==> src/rtl/issue_queue.sv <==
// In-order issue buffer between decoder and execute: circular queue of decoded
// instructions whose queued source operands are patched from the execute writeback.
module issue_queue #(
  parameter int DEPTH = 4,
  parameter int XLEN  = 32
) (
  input  logic                     clk,
  input  logic                     rst,
  // decoder side
  input  logic                     dec_in_valid,
  output logic                     dec_in_ready,
  input  logic [6:0]               dec_in_op,
  input  logic [2:0]               dec_in_funct3,
  input  logic [XLEN-1:0]          dec_in_imm,
  input  logic [4:0]               dec_in_rd,
  input  logic [4:0]               dec_in_rs1,
  input  logic [4:0]               dec_in_rs2,
  input  logic [XLEN-1:0]          dec_in_rs1_val,
  input  logic [XLEN-1:0]          dec_in_rs2_val,
  // execute side
  output logic                     dec_out_valid,
  input  logic                     dec_out_ready,
  output logic [6:0]               dec_out_op,
  output logic [2:0]               dec_out_funct3,
  output logic [XLEN-1:0]          dec_out_imm,
  output logic [4:0]               dec_out_rd,
  output logic [4:0]               dec_out_rs1,
  output logic [4:0]               dec_out_rs2,
  output logic [XLEN-1:0]          dec_out_rs1_val,
  output logic [XLEN-1:0]          dec_out_rs2_val,
  // writeback of the instruction issued this cycle
  input  logic [4:0]               wb_rd_idx,
  input  logic [XLEN-1:0]          wb_rd_val,
  input  logic                     wb_valid,
  input  logic                     flush,
  output logic [$clog2(DEPTH):0]   count
);

  localparam int PW = $clog2(DEPTH);
  localparam int CW = PW + 1;

  typedef struct packed {
    logic [6:0]      op;
    logic [2:0]      funct3;
    logic [XLEN-1:0] imm;
    logic [4:0]      rd;
    logic [4:0]      rs1;
    logic [4:0]      rs2;
    logic [XLEN-1:0] rs1_val;
    logic [XLEN-1:0] rs2_val;
  } entry_t;

  entry_t          mem [DEPTH];
  entry_t          in_entry;
  entry_t          in_patched;
  entry_t          head_entry;
  logic [PW-1:0]   head;
  logic [PW-1:0]   tail;
  logic [PW-1:0]   rel [DEPTH];
  logic [DEPTH-1:0] live;
  logic [DEPTH-1:0] keep;
  logic            enq;
  logic            deq;
  logic            patch_en;

  assign dec_in_ready  = (count != CW'(DEPTH)) && !flush;
  assign dec_out_valid = (count != '0) && !flush;
  assign enq           = dec_in_valid && dec_in_ready;
  assign deq           = dec_out_valid && dec_out_ready;
  assign patch_en      = wb_valid && (wb_rd_idx != 5'd0);

  assign in_entry = '{op: dec_in_op, funct3: dec_in_funct3, imm: dec_in_imm,
                      rd: dec_in_rd, rs1: dec_in_rs1, rs2: dec_in_rs2,
                      rs1_val: dec_in_rs1_val, rs2_val: dec_in_rs2_val};

  // Head goes straight from storage so the ALU never sees a path back to dec_in.
  assign head_entry      = mem[head];
  assign dec_out_op      = head_entry.op;
  assign dec_out_funct3  = head_entry.funct3;
  assign dec_out_imm     = head_entry.imm;
  assign dec_out_rd      = head_entry.rd;
  assign dec_out_rs1     = head_entry.rs1;
  assign dec_out_rs2     = head_entry.rs2;
  assign dec_out_rs1_val = head_entry.rs1_val;
  assign dec_out_rs2_val = head_entry.rs2_val;

  always_comb begin
    in_patched = in_entry;
    if (patch_en && (in_entry.rs1 == wb_rd_idx)) in_patched.rs1_val = wb_rd_val;
    if (patch_en && (in_entry.rs2 == wb_rd_idx)) in_patched.rs2_val = wb_rd_val;
  end

  // A slot survives this edge if it is occupied and is not the one being issued.
  always_comb begin
    live = '0;
    keep = '0;
    for (int i = 0; i < DEPTH; i++) begin
      rel[i]  = PW'(i) - head;
      live[i] = ({1'b0, rel[i]} < count);
      keep[i] = live[i] && !(deq && (PW'(i) == head));
    end
  end

  always_ff @(posedge clk) begin
    for (int i = 0; i < DEPTH; i++) begin
      if (patch_en && keep[i]) begin
        if (mem[i].rs1 == wb_rd_idx) mem[i].rs1_val <= wb_rd_val;
        if (mem[i].rs2 == wb_rd_idx) mem[i].rs2_val <= wb_rd_val;
      end
    end
    if (enq) mem[tail] <= in_patched;
  end

  always_ff @(posedge clk) begin
    if (!rst || flush) begin
      head  <= '0;
      tail  <= '0;
      count <= '0;
    end else begin
      if (enq) tail <= tail + PW'(1);
      if (deq) head <= head + PW'(1);
      case ({enq, deq})
        2'b10:   count <= count + CW'(1);
        2'b01:   count <= count - CW'(1);
        default: count <= count;
      endcase
    end
  end

  assert property (@(posedge clk) disable iff (!rst) count <= CW'(DEPTH));

endmodule

==> config.mk <==
export PLATFORM = sky130hd
export DESIGN_NAME = issue_queue
export DESIGN_NICKNAME = d
export VERILOG_FILES = /design/src/rtl/issue_queue.sv
export SDC_FILE = /design/constraint.sdc
export NUM_CORES = 1
export LEC_CHECK = 0
export ABC_AREA = 1
export ABC_CLOCK_PERIOD_IN_PS = 6700
export CORE_ASPECT_RATIO = 1.25
export CORE_UTILIZATION = 60
export DETAILED_ROUTE_END_ITERATION = 7
export GPL_TIMING_DRIVEN = 0
export PLACE_DENSITY = 0.94
export REMOVE_ABC_BUFFERS = 1
export SLEW_MARGIN = 20
export SYNTH_ARGS = -nofsm -noshare
export SYNTH_HDL_FRONTEND = slang
export SYNTH_SLANG_ARGS = --single-unit
==> constraint.sdc <==
create_clock -name clk -period 6.7 [get_ports clk]
set_input_delay 0.67 -clock clk [delete_from_list [all_inputs] [get_ports clk]]
set_output_delay 0.67 -clock clk [all_outputs]
set_load 0.05 [all_outputs]
After elaboration in Yosys (flattened, before gate mapping)

Memories as Yosys holds them, arrays and structs flattened. A register that Yosys moved wholly into a read port is not among the register bits.
Cells that the tools add are included.

Bits in registers: 7
Bits in latches: 0
RAM bits: 484
Memory bits (read-only): 0
Output and inout bits: 126
Logic and storage cells: 93
Memories: 1

Memories:

| memory | depth | width | rd ports | clocked after memory_dff | write ports | RTL line | text |
|---|---|---|---|---|---|---|---|
| mem    | 4     | 121   | 5        | 1                        | 5           | 53       | `entry_t mem [DEPTH];` |

Add/sub/neg operators: 8
Multipliers: 0
Divide/modulo/power cells: 0
Order comparisons: 4
Equality and inequality tests: 16
Shifts and indexed selects: 0
Muxes and demuxes: 31
Bitwise gates (word level): 0
Reductions and logical operators: 30

Operators with widths:

| kind                                                                   | number |
|---|---|
| 32-bit two-way mux                                                     | 2 |
| 5-bit equality test                                                    | 10 |
| 1-bit two-way mux                                                      | 26 |
| 1-bit logical AND                                                      | 19 |
| 2-bit by 3-bit less-than comparator with 1-bit output                  | 4 |
| 1-bit logical NOT                                                      | 6 |
| 3-bit one-hot mux with 2 select lines                                  | 1 |
| 5-bit nonzero test                                                     | 1 |
| 2-bit by 1-bit adder with 2-bit output (second input constant)         | 2 |
| 2-bit equality test (first input constant)                             | 2 |
| 2-bit two-way mux                                                      | 2 |
| 1-bit by 2-bit subtractor with 2-bit output (first input constant)     | 2 |
| 2-bit subtractor (first input constant)                                | 2 |
| 3-bit by 1-bit adder with 3-bit output (second input constant)         | 1 |
| 3-bit inequality test (second input constant)                          | 1 |
| 3-bit nonzero test                                                     | 1 |
| 3-bit by 1-bit subtractor with 3-bit output (second input constant)    | 1 |
| 1-bit by 2-bit equality test with 1-bit output (first input constant)  | 1 |
| 2-bit by 1-bit equality test with 1-bit output (second input constant) | 1 |
| 2-bit equality test (second input constant)                            | 1 |
| 2-bit logical NOT                                                      | 1 |
| 2-bit nonzero test                                                     | 1 |
| 1-bit logical OR                                                       | 1 |

Depth between registers and ports, before layout

Gate-level depths: netlist of the first run.

Depth in word-level cells: 9
Gate-level depth with buffers: 11

Least setup slack after synthesis of the first run

OpenSTA, ideal clock, no wires.

Path type: register -> register
Start: register count[1]
End: memory mem[0][0] (netlist name), enable pin
Library setup time: 0.389 ns
Data arrival time: 2.735 ns
Required time: 6.311 ns
Setup slack: 3.576 ns
Cell stages (with the launch flop): 8
Path buffers: 1
Clock period less this slack: 3.124 ns
Cells stage by stage: dfxtp_1 inv_1 a31oi_4 nand2_4 nor2_8 inv_2 buf_2 nand2_1

RTL lines:

| item                     | RTL line | text |
|---|---|---|
| start: declaration       | 36       | `output logic [$clog2(DEPTH):0] count` |
| start signal: assignment | 123      | `2'b10: count <= count + CW'(1);` |
| start signal: assignment | 124      | `2'b01: count <= count - CW'(1);` |
| start signal: assignment | 125      | `default: count <= count;` |
| end: declaration         | 53       |  |

==> metrics, run 1 <==
outcome=completed; Async S/R FF share, synth=0; Filler Cell Count=2,314; final period utilization=0.654; layout cells sized above 1=0.0467; Hold Path Class=reg2reg; CP cell instances=clkdlybuf4s50_1, nor2_1, nand3_1, nand2_1, inv_2, nand3_2, nand2_1, nand3_1, nand2_1; Max clock buf depth=3; Static Leak=10.6 nW; GRT overflow=0; DIE AREA=0.0398 mm2; Critical-path top delay cell=nand3_2; DR vias/cell=6.56; vias in the first global route=20.1k; P_int=5.10 mW; Post-CTS Resized=0; CP Data Arrival Time=4.82 ns; final slew viol count=0; DRC viols=0; endpoints failing hold=0; Yosys cell types=35; Reg power frac=0.512; H-tree levels=2; initial antenna violation count=4; synthesized instance count=2,294; HPWL after detailed placement=42.0 mm; Fmax=228 MHz; # rows=80; Root Buffer=clkbuf_16; Die Y=223 um; largest area contributor in the netlist=edfxtp_1; maximum vdd ir drop=0.197 mV; clock period minus worst slack=4.38 ns; Critical Path RT=7.14 ns; final wirelength=72.6 mm; Final Core Density=0.735; Post-CTS Setup Bufs=0; Clock power frac=0.367; clock buffer count from CTS=47; Pre-antenna DRT Iters=6; Most common cell on crit path=nand2_1; Synth top cells by count=edfxtp_1 (484), nand2_1 (483), nand3_1 (299); unrepaired setup endpoints after global routing=no; maximum fanout along the worst path=37; Mean Syn Cell Area=10.2 um2; number of synthesized flops with an enable pin=484; Crit Path Category=in2reg; Die X=179 um; Area contributors post-synth=edfxtp_1 (62%), nand2_1 (7.7%), nand3_1 (6.4%); Sw Pwr=1.69 mW; WL/cell=23.8 um; Final #Nets=2,693; Area growth syn-to-layout=20.2%; Syn Std Cell Area=0.0234 mm2; first-pass GRT wire length=108 mm; slowest cell delay on critical path=1.18 ns; Iteration-0 DRC Markers=3,010; Final WS setup=2.32 ns; worst clock skew=0.0290 ns; number of port buffers=289; total number of vias=19.9k; Ys Warns=0; Worst Tran Pin Value=1.21 ns; switching share of power=0.248; top_reg_cell synth=edfxtp_1; final setup vio count=0; sequential area share after synthesis=0.628; dpl ws=2.04 ns; most common cell in the netlist=edfxtp_1; top cell type's share of synthesized area=0.620; largest net degree at the start of global routing=109; total power=6.79 mW; Hold Buf Count CTS=0; Skew-Pair Late Insertion Delay=0.57 ns; Gate power share=0.121; Final ANT Viol Nets=0; Core ar.=0.0383 mm2; slew margin rel.=0.189; synthesis-stage register bit count=493; CTS tree=done; PwrDens=241 mW/mm2; starting density of the core=0.611; IO Pins=290; setup_tns=0 ns; TritonCTS Sinks=493; Critical Path Sink Type=flop; Max-cap violations=0; Clock transition at path regs=0.06 ns; Tot GR Track Use=0.361; Worst setup SP type=input port; gpl congestion=0.824
-- stage by stage --
stage | cell area (um2) | std cells | hold slack (ns)
2_1_floorplan | 22500 | 2149 | 0.501
3_3_place_gp | 26000 | 2930 | 0.502
3_5_place_dp | 26800 | 2958 | 0.514
4_1_cts | 28200 | 3040 | 0.533
5_1_grt | 28200 | 3041 | 0.591
6_report | 28200 | 3042 | 0.538
-- cell usage in the layout, fill, tap and decap left out, drive strengths merged, types with 7 or more instances in the layout --
master           n
nand2          485
dfxtp            9
inv            127
xor2            20
nor2           256
clkinv          16
nor3             7
a21oi           14
nand3          300
ha              13
buf             28
edfxtp         484
clkbuf          61
clkdlybuf4s50  289
o21ai          247
nand4           33
o22ai          121
xnor2           27
-- power by group through the flow --
stage	sequential [mW]	clock (mW)	combinational [mW]
global placement	3.54	0	0.737
finish	3.47	2.49	0.820
floorplan	3.54	0	0.420
detailed placement	3.54	0	0.793
CTS	3.47	2.48	0.800
global route	3.48	2.60	0.857
-- flip-flops by register name, indices dropped and copies added, names as in the netlist, named ones only --
signal	cells
mem	484
count	3
head	2
tail	2
-- final cells by class --
type,count,area (um2),share of cell area
Sequential cell,493,14700,0.523
Multi-Input combinational cell,1531,7400,0.263
Timing Repair Buffer,317,3550,0.126
Clock buffer,61,1230,0.0436
Tap cell,492,616,0.0219
Inverter,125,479,0.0170
Clock inverter,21,159,0.00564
Antenna cell,2,5.00,0.000178
-- final timing paths --
path	startpoint	endpoint	slack, ns	cells after the start
worst max-delay path	wb_rd_idx[2]	mem[0][53]$_DFFE_PP_	2.32	9
worst min-delay path	count[1]$_SDFFE_PP0P_	count[1]$_SDFFE_PP0P_	0.54	2
worst max register to register	count[1]$_SDFFE_PP0P_	mem[1][46]$_DFFE_PP_	3.13	8
worst min register to register	count[1]$_SDFFE_PP0P_	count[1]$_SDFFE_PP0P_	0.54	2
-- metal layers --
layer | global-route usage | vias to the layer above | part of all wire
li1 | - | 8541 | -
met1 | 0.431 | 9205 | 0.32
met2 | 0.587 | 1742 | 0.48
met3 | 0.0871 | 455 | 0.14
met4 | 0.220 | 4 | 0.066
met5 | 0.00126 | - | 0.00041
-- worst max-delay path: cells and delay by family --
kind          cells  cell delay [ns]
simple gates      7             2.32
buf+inv           2             1.79
-- cells by family (layout without fill, tap and decap cells) --
group,after synthesis,after routing,synth area share
adders and majority gates,14,14,0.00780
and+or+nand+nor,1082,1082,0.198
other,0,2,0
DFF,493,493,0.628
AOI/OAI and AO/OA,388,388,0.0905
xor gates and xnor gates,47,47,0.0176
buffers and inverters,270,524,0.0581
Power figures use the tool's default switching activity.
==> run 2: changes to the inputs <==
- ABC_CLOCK_PERIOD_IN_PS: 6700 -> 4600
- CORE_UTILIZATION: 60 -> 56
- PLACE_DENSITY: 0.94 -> 0.89
- clock period: 6.7 -> 4.6 ns (I/O delays scaled with it)
==> run 2 against run 1 <==
Effect of this change: first-iteration DRC count decreased by 24%; worst setup slack got worse by 1.8 ns; clock power increased by 50%; wire length decreased by 2.2%; critical path depth decreased by 3; via count decreased by 1.8%; die area increased by 7.1%.
==> metrics, run 2 (synthesis results as in run 1) <==
P_int=7.53 mW; worst clock skew=0.0173 ns; placed cell count=3,016; Tot GR Track Use=0.328; CP Data Arrival Time=3.66 ns; placed instance area=0.0269 mm2; slew margin rel.=0.223; DR vias/cell=6.32; Root Buffer=clkbuf_16; first-pass GRT wire length=105 mm; endpoints failing hold=0; worst path bufs/invs=4; largest net degree at the start of global routing=115; maximum vdd ir drop=0.321 mV; DIE AREA=0.0427 mm2; Critical Path RT=4.14 ns; fin cells=3,100; switching share of power=0.246; Largest regs=mem x484, count x3; H-tree levels=2; Clock transition at path regs=0.07 ns; Die Y=231 um; Multi-input gate area=0.00742 mm2; Iteration-0 DRC Markers=2,298; Register Area=0.0147 mm2; total number of vias=19.6k; final setup vio count=0; clock buffer count from CTS=47; outcome=completed; clock period minus worst slack=4.12 ns; starting density of the core=0.570; IO Pins=290; Die X=185 um; Sw Pwr=2.46 mW; Post-CTS Setup Bufs=0; Post-CTS Resized=0; unrepaired setup endpoints after global routing=no; WL/cell=22.9 um; initial antenna violation count=2; setup_tns=0 ns; Max clock buf depth=3; Core ar.=0.0411 mm2; Most flops, register=mem; final wirelength=70.9 mm; hold slack=0.526 ns; gpl congestion=0.881; Final Core Density=0.689; Fmax=243 MHz; Crit Path Category=reg2out; Max-cap violations=0; Worst setup SP type=flop; TritonCTS Sinks=493; Filler Cell Count=2,751; Final ANT Viol Nets=0; Critical Path Sink Type=output port; Gate power share=0.120; dpl ws=0.351 ns; commonest cells after routing, fill and taps aside=edfxtp_1 (484), nand2_1 (475), nand3_1 (299); Final WS setup=0.485 ns; DRC viols=0; slowest cell delay on critical path=0.76 ns; Critical-path top delay cell=dfxtp_4; vias in the first global route=19.8k; # rows=83; final slew viol count=0; total power=9.98 mW; layout cells sized above 1=0.0495; final period utilization=0.895; Design Area, Final=0.0283 mm2; Static Leak=10.7 nW; Hold Buf Count CTS=0; Area growth syn-to-layout=20.9%; PwrDens=352 mW/mm2; commonest non-fill, non-tap cell in the layout=edfxtp_1; number of port buffers=289; HPWL after detailed placement=41.3 mm; Skew-Pair Late Insertion Delay=0.57 ns; delay-heaviest family, CP=buffers and inverters; Reg power frac=0.506; Pre-antenna DRT Iters=8; max FFs per register=484; Final #Nets=2,691; Clock power frac=0.374; maximum fanout along the worst path=74; GRT overflow=0; CTS tree=done; CP cell instances=buf_12, clkinv_4, buf_16, o21ai_0, o22ai_1, clkdlybuf4s50_1; Worst Tran Pin Value=1.16 ns; Hold Path Class=in2reg
[run 2: cell count changes in the layout (fill, tap and decap cells not counted), moves of 3 or more]
cell,previous run,this run
nand2_4,6,9
buf_12,13,9
clkbuf_1,14,6
buf_16,14,17
clkbuf_8,0,4
nand2_2,4,1
clkinv_2,7,10
[run 2: path summary, 6_finish.rpt]
path,to,from,cells after the start,slack (ns)
setup / recovery,dec_out_rs2[3],flop,6,0.48
hold / removal,mem[2][107]$_DFFE_PP_,dec_in_imm[28],1,0.53
setup reg to reg,mem[0][14]$_DFFE_PP_,count[1]$_SDFFE_PP0P_,7,1.16
hold reg to reg,tail[1]$_SDFFE_PP0P_,tail[1]$_SDFFE_PP0P_,2,0.56
[run 2: routing by layer]
metal  up-vias  track usage  routed length [um]
met1      9083        0.375               23000
met4         4        0.204                4510
met5         -            0                  31
li1       8528            -                   -
met3       423       0.0863                9390
met2      1553        0.545               34000
[run 2: cell type report]
cell class,count,area share
Antenna cell,1,0.0000883
Clock buffer,58,0.0451
Clock inverter,25,0.00671
Inverter,125,0.0169
Multi-Input combinational cell,1531,0.262
Sequential cell,493,0.520
Tap cell,552,0.0244
Timing Repair Buffer,315,0.125
[run 2: power groups by stage]
| stage | Combinational (mW) | Clock, mW | Sequential (mW) |
|---|---|---|---|
| 3_5_place_dp | 1.16 | 0 | 5.15 |
| 2_1_floorplan | 0.611 | 0 | 5.15 |
| 4_1_cts | 1.17 | 3.72 | 5.06 |
| 6_report | 1.19 | 3.73 | 5.06 |
| 3_3_place_gp | 1.08 | 0 | 5.16 |
| 5_1_grt | 1.25 | 3.87 | 5.06 |
